==> src/rtl/alu_muldiv_unit.sv <==
// Iterative signed multiply/divide unit: radix-2 shift-add multiply and restoring
// divide on operand magnitudes, sign fix-up afterwards, result held in hi/lo.
module alu_muldiv_unit #(
  parameter int unsigned WIDTH   = 32,
  parameter logic [4:0]  OP_MULT = 5'd12,
  parameter logic [4:0]  OP_DIV  = 5'd13
) (
  input  logic             clk,
  input  logic             rst_n,
  input  logic             start,
  input  logic [4:0]       alu_operation,
  input  logic [WIDTH-1:0] op_a,
  input  logic [WIDTH-1:0] op_b,
  output logic             busy,
  output logic             done,
  output logic [WIDTH-1:0] hi,
  output logic [WIDTH-1:0] lo
);

  localparam int unsigned CW = $clog2(WIDTH);

  typedef enum logic [1:0] {IDLE, CALC, SIGN} state_t;

  state_t             state;
  logic [CW-1:0]      cnt;
  logic [2*WIDTH-1:0] acc;
  logic [WIDTH-1:0]   mag;
  logic               is_div;
  logic               neg_q;
  logic               neg_r;
  logic               fin;

  logic [WIDTH-1:0]   a_mag, b_mag;
  logic [WIDTH:0]     mul_sum;
  logic [WIDTH-1:0]   rem_sh;
  logic [WIDTH:0]     trial;
  logic [2*WIDTH-1:0] calc_next;
  logic [WIDTH-1:0]   q_fix, r_fix;
  logic [2*WIDTH-1:0] sign_next;
  logic               accept;

  // Magnitudes are unsigned WIDTH bits, so -2^(WIDTH-1) maps to 2^(WIDTH-1) exactly.
  assign a_mag  = op_a[WIDTH-1] ? ('0 - op_a) : op_a;
  assign b_mag  = op_b[WIDTH-1] ? ('0 - op_b) : op_b;
  assign accept = start && (alu_operation == OP_MULT || alu_operation == OP_DIV);

  always_comb begin
    mul_sum   = {1'b0, acc[2*WIDTH-1:WIDTH]} + {1'b0, (acc[0] ? mag : {WIDTH{1'b0}})};
    rem_sh    = {acc[2*WIDTH-2:WIDTH], acc[WIDTH-1]};
    trial     = {1'b0, rem_sh} - {1'b0, mag};
    calc_next = acc;
    if (is_div) begin
      if (trial[WIDTH]) calc_next = {rem_sh, acc[WIDTH-2:0], 1'b0};
      else              calc_next = {trial[WIDTH-1:0], acc[WIDTH-2:0], 1'b1};
    end else begin
      calc_next = {mul_sum, acc[WIDTH-1:1]};
    end
    q_fix = neg_q ? ('0 - acc[WIDTH-1:0]) : acc[WIDTH-1:0];
    r_fix = neg_r ? ('0 - acc[2*WIDTH-1:WIDTH]) : acc[2*WIDTH-1:WIDTH];
    if (is_div) sign_next = {r_fix, q_fix};
    else        sign_next = neg_q ? ('0 - acc) : acc;
  end

  always_ff @(posedge clk) begin
    if (!rst_n) begin
      state  <= IDLE;
      cnt    <= '0;
      acc    <= '0;
      mag    <= '0;
      is_div <= 1'b0;
      neg_q  <= 1'b0;
      neg_r  <= 1'b0;
      fin    <= 1'b0;
      busy   <= 1'b0;
      done   <= 1'b0;
      hi     <= '0;
      lo     <= '0;
    end else begin
      done <= 1'b0;
      case (state)
        IDLE: begin
          if (accept) begin
            busy   <= 1'b1;
            cnt    <= '0;
            is_div <= (alu_operation == OP_DIV);
            neg_q  <= op_a[WIDTH-1] ^ op_b[WIDTH-1];
            neg_r  <= op_a[WIDTH-1];
            if (alu_operation == OP_DIV && op_b == '0) begin
              // Divide by zero: result preloaded, SIGN only writes it out.
              acc   <= {op_a, {WIDTH{1'b1}}};
              fin   <= 1'b1;
              state <= SIGN;
            end else if (alu_operation == OP_DIV) begin
              acc   <= {{WIDTH{1'b0}}, a_mag};
              mag   <= b_mag;
              fin   <= 1'b0;
              state <= CALC;
            end else begin
              acc   <= {{WIDTH{1'b0}}, b_mag};
              mag   <= a_mag;
              fin   <= 1'b0;
              state <= CALC;
            end
          end
        end
        CALC: begin
          acc <= calc_next;
          cnt <= cnt + CW'(1);
          if (cnt == CW'(WIDTH - 1)) state <= SIGN;
        end
        SIGN: begin
          // Two edges: sign fix-up first, then publish with the done pulse.
          if (!fin) begin
            acc <= sign_next;
            fin <= 1'b1;
          end else begin
            hi    <= acc[2*WIDTH-1:WIDTH];
            lo    <= acc[WIDTH-1:0];
            done  <= 1'b1;
            busy  <= 1'b0;
            state <= IDLE;
          end
        end
        default: state <= IDLE;
      endcase
    end
  end

endmodule

==> config.mk <==
export PLATFORM = sky130hd
export DESIGN_NAME = alu_muldiv_unit
export DESIGN_NICKNAME = d
export VERILOG_FILES = /design/src/rtl/alu_muldiv_unit.sv
export SDC_FILE = /design/constraint.sdc
export NUM_CORES = 1
export LEC_CHECK = 0
export CAP_MARGIN = 10
export CELL_PAD_IN_SITES_DETAIL_PLACEMENT = 1
export CELL_PAD_IN_SITES_GLOBAL_PLACEMENT = 2
export CORE_MARGIN = 10
export CORE_UTILIZATION = 33
export CTS_BUF_LIST = sky130_fd_sc_hd__clkbuf_8 sky130_fd_sc_hd__clkbuf_16
export DETAILED_ROUTE_END_ITERATION = 8
export PLACE_DENSITY_LB_ADDON = 0.25
export SYNTH_ARGS = -nofsm -noshare
export SYNTH_HDL_FRONTEND = slang
export SYNTH_SLANG_ARGS = --single-unit
==> constraint.sdc <==
create_clock -name clk -period 5.2 [get_ports clk]
set_input_delay 1.56 -clock clk [delete_from_list [all_inputs] [get_ports clk]]
set_output_delay 1.56 -clock clk [all_outputs]
set_load 0.02 [all_outputs]
==> impl_metrics.csv, run 1 <==
group,metric,value,unit
finish,fill_cells,5658,
setup_path,critPathRequiredTime,5.63,ns
run,drv_cap,0,
detailed_routing,post-route-drc-count,0,
setup_path,startpoint_type,"input port",
clock_network,cts_tree,"yes",
finish,nets,2374,
finish,n_antenna_cell,0,
setup_path,cpMaxStageDelayCell,"or4_1",
clock_network,h-tree-depth,4,
setup_path,r2r_end,"acc[45]",
setup_path,timing.rr.start,"acc[31]",
synthesis,synth_nets,2323,
timing,hold_viol,0,
clock_network,holdBufCountCts,0,
synthesis,ys.flop_type,"dfxtp_1",
global_routing,grt_max_degree,64,
setup_path,arrival,5.11,ns
worst_hold_path,min_from,"lo[4]",
timing,max_freq,214,MHz
synthesis,synth_seq_cells,173,
worst_hold_path,hold_path_depth,2,
outcome,status,"complete, no violations",
placed_design,port_buffers,137,
synthesis,async_reset_ff_share,0,%
timing,fin_tns_setup,0,ns
detailed_routing,ant_nets,0,
synthesis,syn_area_per_cell,6.89,sq um
setup_path,r2r_slack,0.86,ns
floorplanning,start_util,33.6,%
setup_path,crit_type,"in -> reg",
detailed_routing,drt_wl_total,64500,microns
synthesis,synthesis.area,15000,sq um
clock_network,cts_setup_buffers,0,
synthesis,yosys_warnings,0,
detailed_routing,drt_iter0_markers,1036,
global_routing,grt_pass1_vias,16400,
finish,multi_input_area,10700,sq um
timing,holdWs,0.454,ns
setup_path,rr_worst_depth,15,
floorplanning,die_area,54300,sq um
timing,slew_violations,0,
timing,final.min_clock_period,4.68,ns
floorplanning,pin_count,138,
timing,rsz0062_at_grt,"false",
finish,final_cell_mix,"382 x nand2_1, 271 x a21oi_1, 172 x dfxtp_1",
timing,min_period_over_period,90.0,%
timing,relSlewSlack,26.3,%
global_routing,grtUsageTotal,23.4,%
synthesis,syn_inst,2174,
power,peakVddDrop,0.000352,V
power,p_leak,6.56,nW
clock_network,cts.sinks,173,
finish,register_area,3460,sq um
synthesis,ys_seq_area_share,23.1,%
timing,worst_pin_slew,1.10,ns
floorplanning,die_width,233,microns
power,powerDensity,524,nW/um^2
setup_path,cp-end-kind,"register",
floorplanning,die_y,233,microns
global_routing,grt_pass1_wl,98700,microns
worst_hold_path,hp-class,"reg -> reg",
synthesis,synth_edf_count,0,
global_routing,gr-total-overflow,0,
detailed_routing,wl_per_cell,22.8,microns
clock_network,cts_buffers,17,
detailed_routing,vias,16500,
global_routing,antenna_found_initial,0,
clock_network,cts_root_buffer,"clkbuf_16",
detailed_routing,drtPass1Iterations,5,
setup_path,slowest_delay,0.61,ns
finish,layout-drive-gt1-share,5.94,%
detailed_routing,vias_per_cell,5.81,
placed_design,dp.final_hpwl,49200,microns
placed_design,routabilityCongestion,0.909,
clock_network,clkLatencyLatePin,0.50,ns
clock_network,cts.clk_slew.worst_paths,0.08,ns
setup_path,crit_fanout,4,
floorplanning,core_area,44500,sq um
timing,finalSetupViolations,0,
clock_network,cts_resized,0,
floorplanning,rows,77,
finish,layout_commonest_cell,"nand2_1",
setup_path,crit_chain,"clkdlybuf4s50_1, or4_1, or2_2, or3_1, nand2b_1, or3_1, nor4b_1, a21oi_1, a221oi_1, a21oi_1, nor2_1",
timing,skew,0.0120,ns
synthesis,synth.distinct_cells,76,
finish,syn_to_final_growth,16.9,%
worst_hold_path,hold_end,"lo[4]",
clock_network,cts.path.max_buffers,2,
==> area by class of cell <==
| class | instances | share of cell area, % |
|---|---|---|
| multi-input combinational | 1778 | 61.0 |
| sequential | 173 | 19.8 |
| timing repair buffer | 184 | 9.92 |
| tap | 592 | 4.23 |
| clock buffer | 19 | 2.59 |
| inverter | 71 | 1.54 |
| clock inverter | 13 | 0.951 |
==> per-stage QoR <==
stage / power [mW] / worst slack (ns) / cell area [sq um] / instances / util [%]
3_5_place_dp: 7.65 / 0.0615 / 16900 / 2798 / 37.9
4_1_cts: 9.13 / 0.563 / 17500 / 2830 / 39.3
3_3_place_gp: 7.54 / 0.193 / 16900 / 2798 / 37.9
6_report: 9.18 / 0.520 / 17500 / 2830 / 39.3
2_1_floorplan: 5.89 / 1.04 / 15000 / 2174 / -
5_1_grt: 9.85 / 0.242 / 17500 / 2830 / 39.3
==> per-layer routing <==
metal / up-vias / global-route usage (%) / share of wire [%]
met4: 0 / 7.71 / 2.4
met5: - / 0 / 0
met2: 410 / 38.7 / 47
li1: 7841 / - / -
met1: 8138 / 30.4 / 46
met3: 67 / 3.76 / 4.9
==> worst max-delay path, delay by kind of cell <==
family | cells | cell delay, ns
simple gates | 7 | 2.55
compound gates | 3 | 0.53
buf+inv | 1 | 0.46
==> logic make-up (layout without fill, tap and decap cells) <==
| kind of cell | count (synthesis) | count (layout) | synth area share (%) |
|---|---|---|---|
| multiplexers | 51 | 51 | 3.57 |
| AND/OR/NAND/NOR | 806 | 806 | 24.4 |
| AO/OA/AOI/OAI | 720 | 720 | 29.4 |
| adder cells (fa/ha/maj) | 77 | 77 | 6.53 |
| flip-flops | 173 | 173 | 23.1 |
| buffers and inverters | 223 | 287 | 5.70 |
| XOR/XNOR | 124 | 124 | 7.25 |
==> registers in the layout, indices dropped and copies added, names as in the netlist <==
name,cells
is_div,1
acc,64
fin,1
mag,32
hi,32
busy,1
neg_r,1
cnt,5
state,2
neg_q,1
lo,32
done,1
==> report_power, final <==
group | leakage, nW | total [mW] | switching (mW) | internal (mW)
registers | 1.40 | 1.92 | 0.413 | 1.50
logic | 4.87 | 5.83 | 3.70 | 2.13
clock network | 0.299 | 1.43 | 0.681 | 0.753
==> worst max path at each step <==
stage                        start      end  slack [ns]
after floorplan            op_b[2]  acc[40]        1.04
after global placement     op_b[3]  acc[62]        0.19
after detailed placement  op_a[13]  acc[31]        0.06
after CTS                 op_a[13]  acc[31]        0.56
after global routing       op_a[8]  acc[31]        0.24
final                     op_a[13]  acc[31]        0.52
==> Yosys cell counts (28+ instances only) <==
cell type | n | area share [%]
clkbuf_1 | 130 | 3.3
xnor2_1 | 58 | 3.4
a21o_1 | 41 | 2.1
nand3_1 | 39 | 1.3
mux2i_1 | 32 | 2.1
o21ai_0 | 163 | 5.4
inv_1 | 68 | 1.7
a211oi_1 | 30 | 1.5
xor2_1 | 66 | 3.9
ha_1 | 75 | 6.3
a21oi_1 | 271 | 9.1
nand2_1 | 384 | 9.6
dfxtp_1 | 173 | 23
nor2_1 | 166 | 4.2
o31ai_1 | 36 | 1.8
o211ai_1 | 28 | 1.4
nor3_1 | 49 | 1.6
Power figures use the tool's default switching activity.
==> inputs of run 2 (changes only) <==
REMOVE_ABC_BUFFERS = 1   (was not set)
==> run 2 against run 1 <==
Cell area increased by 1.2%. Power increased by 1.5%. Clock-buffer cell count decreased by 1. Sequential cell count unchanged. First-iteration DRC count increased by 9.1%. Critical path depth unchanged. Register-to-register slack got worse by 0.13 ns. Sequential share of layout area decreased by 0.24 points. Global-route usage increased by 0.17 points. Setup slack improved by 0.066 ns. Critical path type unchanged. Critical endpoint unchanged. Largest cell class unchanged.
==> impl_metrics.csv, run 2 (same netlist as run 1, synthesis figures left out) <==
group,metric,value,unit
global_routing,grt_pass1_wl,100000,microns
floorplanning,pin_count,138,
finish,layout-drive-gt1-share,6.93,%
global_routing,grt_busiest_layer,"met2",
clock_network,cts.sinks,173,
clock_network,holdBufCountCts,0,
timing,worst_pin_slew,1.01,ns
timing,slew_violations,0,
placed_design,dp.final_hpwl,48600,microns
detailed_routing,drtPass1Iterations,5,
detailed_routing,drt_iter0_markers,1130,
power,p_leak,6.70,nW
finish,layout_commonest_cell,"nand2_1",
floorplanning,start_util,33.6,%
detailed_routing,drt_wl_total,64300,microns
worst_hold_path,hp-class,"reg -> reg",
clock_network,cts_setup_buffers,0,
outcome,status,"complete, no violations",
detailed_routing,ant_nets,0,
power,power,9.32,mW
timing,min_period_over_period,88.7,%
timing,fin_tns_setup,0,ns
detailed_routing,vias,16400,
clock_network,cts.clk_slew.worst_paths,0.07,ns
setup_path,critPathRequiredTime,5.64,ns
power,peakVddDrop,0.000301,V
clock_network,cts.path.max_buffers,2,
timing,relSlewSlack,32.2,%
global_routing,grt_use_met1,30.6,%
power,powerDensity,526,nW/um^2
setup_path,startpoint_type,"input port",
global_routing,gr-total-overflow,0,
placed_design,port_buffers,137,
setup_path,crit_fanout,4,
global_routing,gr-usage-met3,4.42,%
placed_design,routabilityCongestion,0.885,
run,drv_cap,0,
floorplanning,die_area,54300,sq um
clock_network,cts_resized,0,
timing,finalSetupViolations,0,
global_routing,antenna_found_initial,1,
floorplanning,core_area,44500,sq um
timing,rsz0062_at_grt,"false",
clock_network,cts_tree,"yes",
timing,max_freq,217,MHz
timing,skew,0.0135,ns
finish,final_cell_mix,"382 x nand2_1, 271 x a21oi_1, 172 x dfxtp_1",
global_routing,grt_pass1_vias,16900,
global_routing,grt_max_degree,77,
detailed_routing,vias_per_cell,5.75,
clock_network,h-tree-depth,4,
detailed_routing,post-route-drc-count,0,
finish,largest_register_ffs,64,
clock_network,cts_buffers,17,
placed_design,place_ws,0.0682,ns
floorplanning,die_y,233,microns
timing,hold_viol,0,
finish,syn_to_final_growth,18.3,%
finish,largest-register,"acc",
global_routing,use_met2,39.1,%
detailed_routing,wl_per_cell,22.5,microns
floorplanning,rows,77,
clock_network,cts_root_buffer,"clkbuf_16",
setup_path,cp-end-kind,"register",
timing,fin_ws,0.586,ns
timing,holdWs,0.455,ns
setup_path,crit_type,"in -> reg",
finish,nets,2403,
clock_network,clkLatencyLatePin,0.50,ns
global_routing,grtUsageTotal,23.6,%
setup_path,arrival,5.06,ns
floorplanning,die_width,233,microns
timing,final.min_clock_period,4.61,ns
run 2: critical path: stages:
cell and delay, ns:
clkdlybuf4s50_1 0.47, or4_1 0.65, or2_2 0.36, or3_1 0.43
nand2b_1 0.21, or3_1 0.41, nor4b_1 0.37, a21oi_1 0.13
a221oi_1 0.30, a21oi_1 0.07, nor2_1 0.10
run 2: layer usage:
| metal | vias to the layer above | wire length, microns |
|---|---|---|
| li1 | 7898 | - |
| met2 | 347 | 30000 |
| met1 | 8123 | 30000 |
| met3 | 65 | 3030 |
| met4 | 0 | 1230 |
| met5 | - | 0 |
run 2: final timing paths:
check                           endpoint  slack [ns]  startpoint  cells past startpoint
worst max-delay path             acc[31]        0.59    op_a[13]                     11
worst min-delay path             mag[21]        0.46     mag[21]                      2
worst max register to register   acc[43]        0.73     acc[31]                     16
worst min register to register   mag[21]        0.46     mag[21]                      2
run 2: through the flow:
stage          util (%)  cell area (sq um)  std cells
2_1_floorplan         -              14400       2022
3_3_place_gp       38.5              17100       2827
3_5_place_dp       38.5              17100       2827
4_1_cts            39.8              17700       2857
5_1_grt            39.8              17700       2857
6_report           39.8              17700       2858
run 2: area by class of cell:
cell class	instances	area, sq um
antenna	1	2.50
clock buffer	18	439
clock inverter	12	149
fill	5671	26800
inverter	71	269
multi-input combinational	1778	10700
sequential	173	3460
tap	592	741
timing repair buffer	213	1980
run 2: report_power, final:
part | internal, mW | total (mW) | switching, mW
Sequential | 1.50 | 1.87 | 0.366
Combinational | 2.26 | 6.06 | 3.80
Clock | 0.757 | 1.39 | 0.630
Total | 4.52 | 9.32 | 4.80
==> inputs of run 3 (changes only) <==
SETUP_SLACK_MARGIN = 0.02   (was not set)
==> results of run 3 <==
Same layout as run 2: the final DEF is identical, and so are final timing and power.
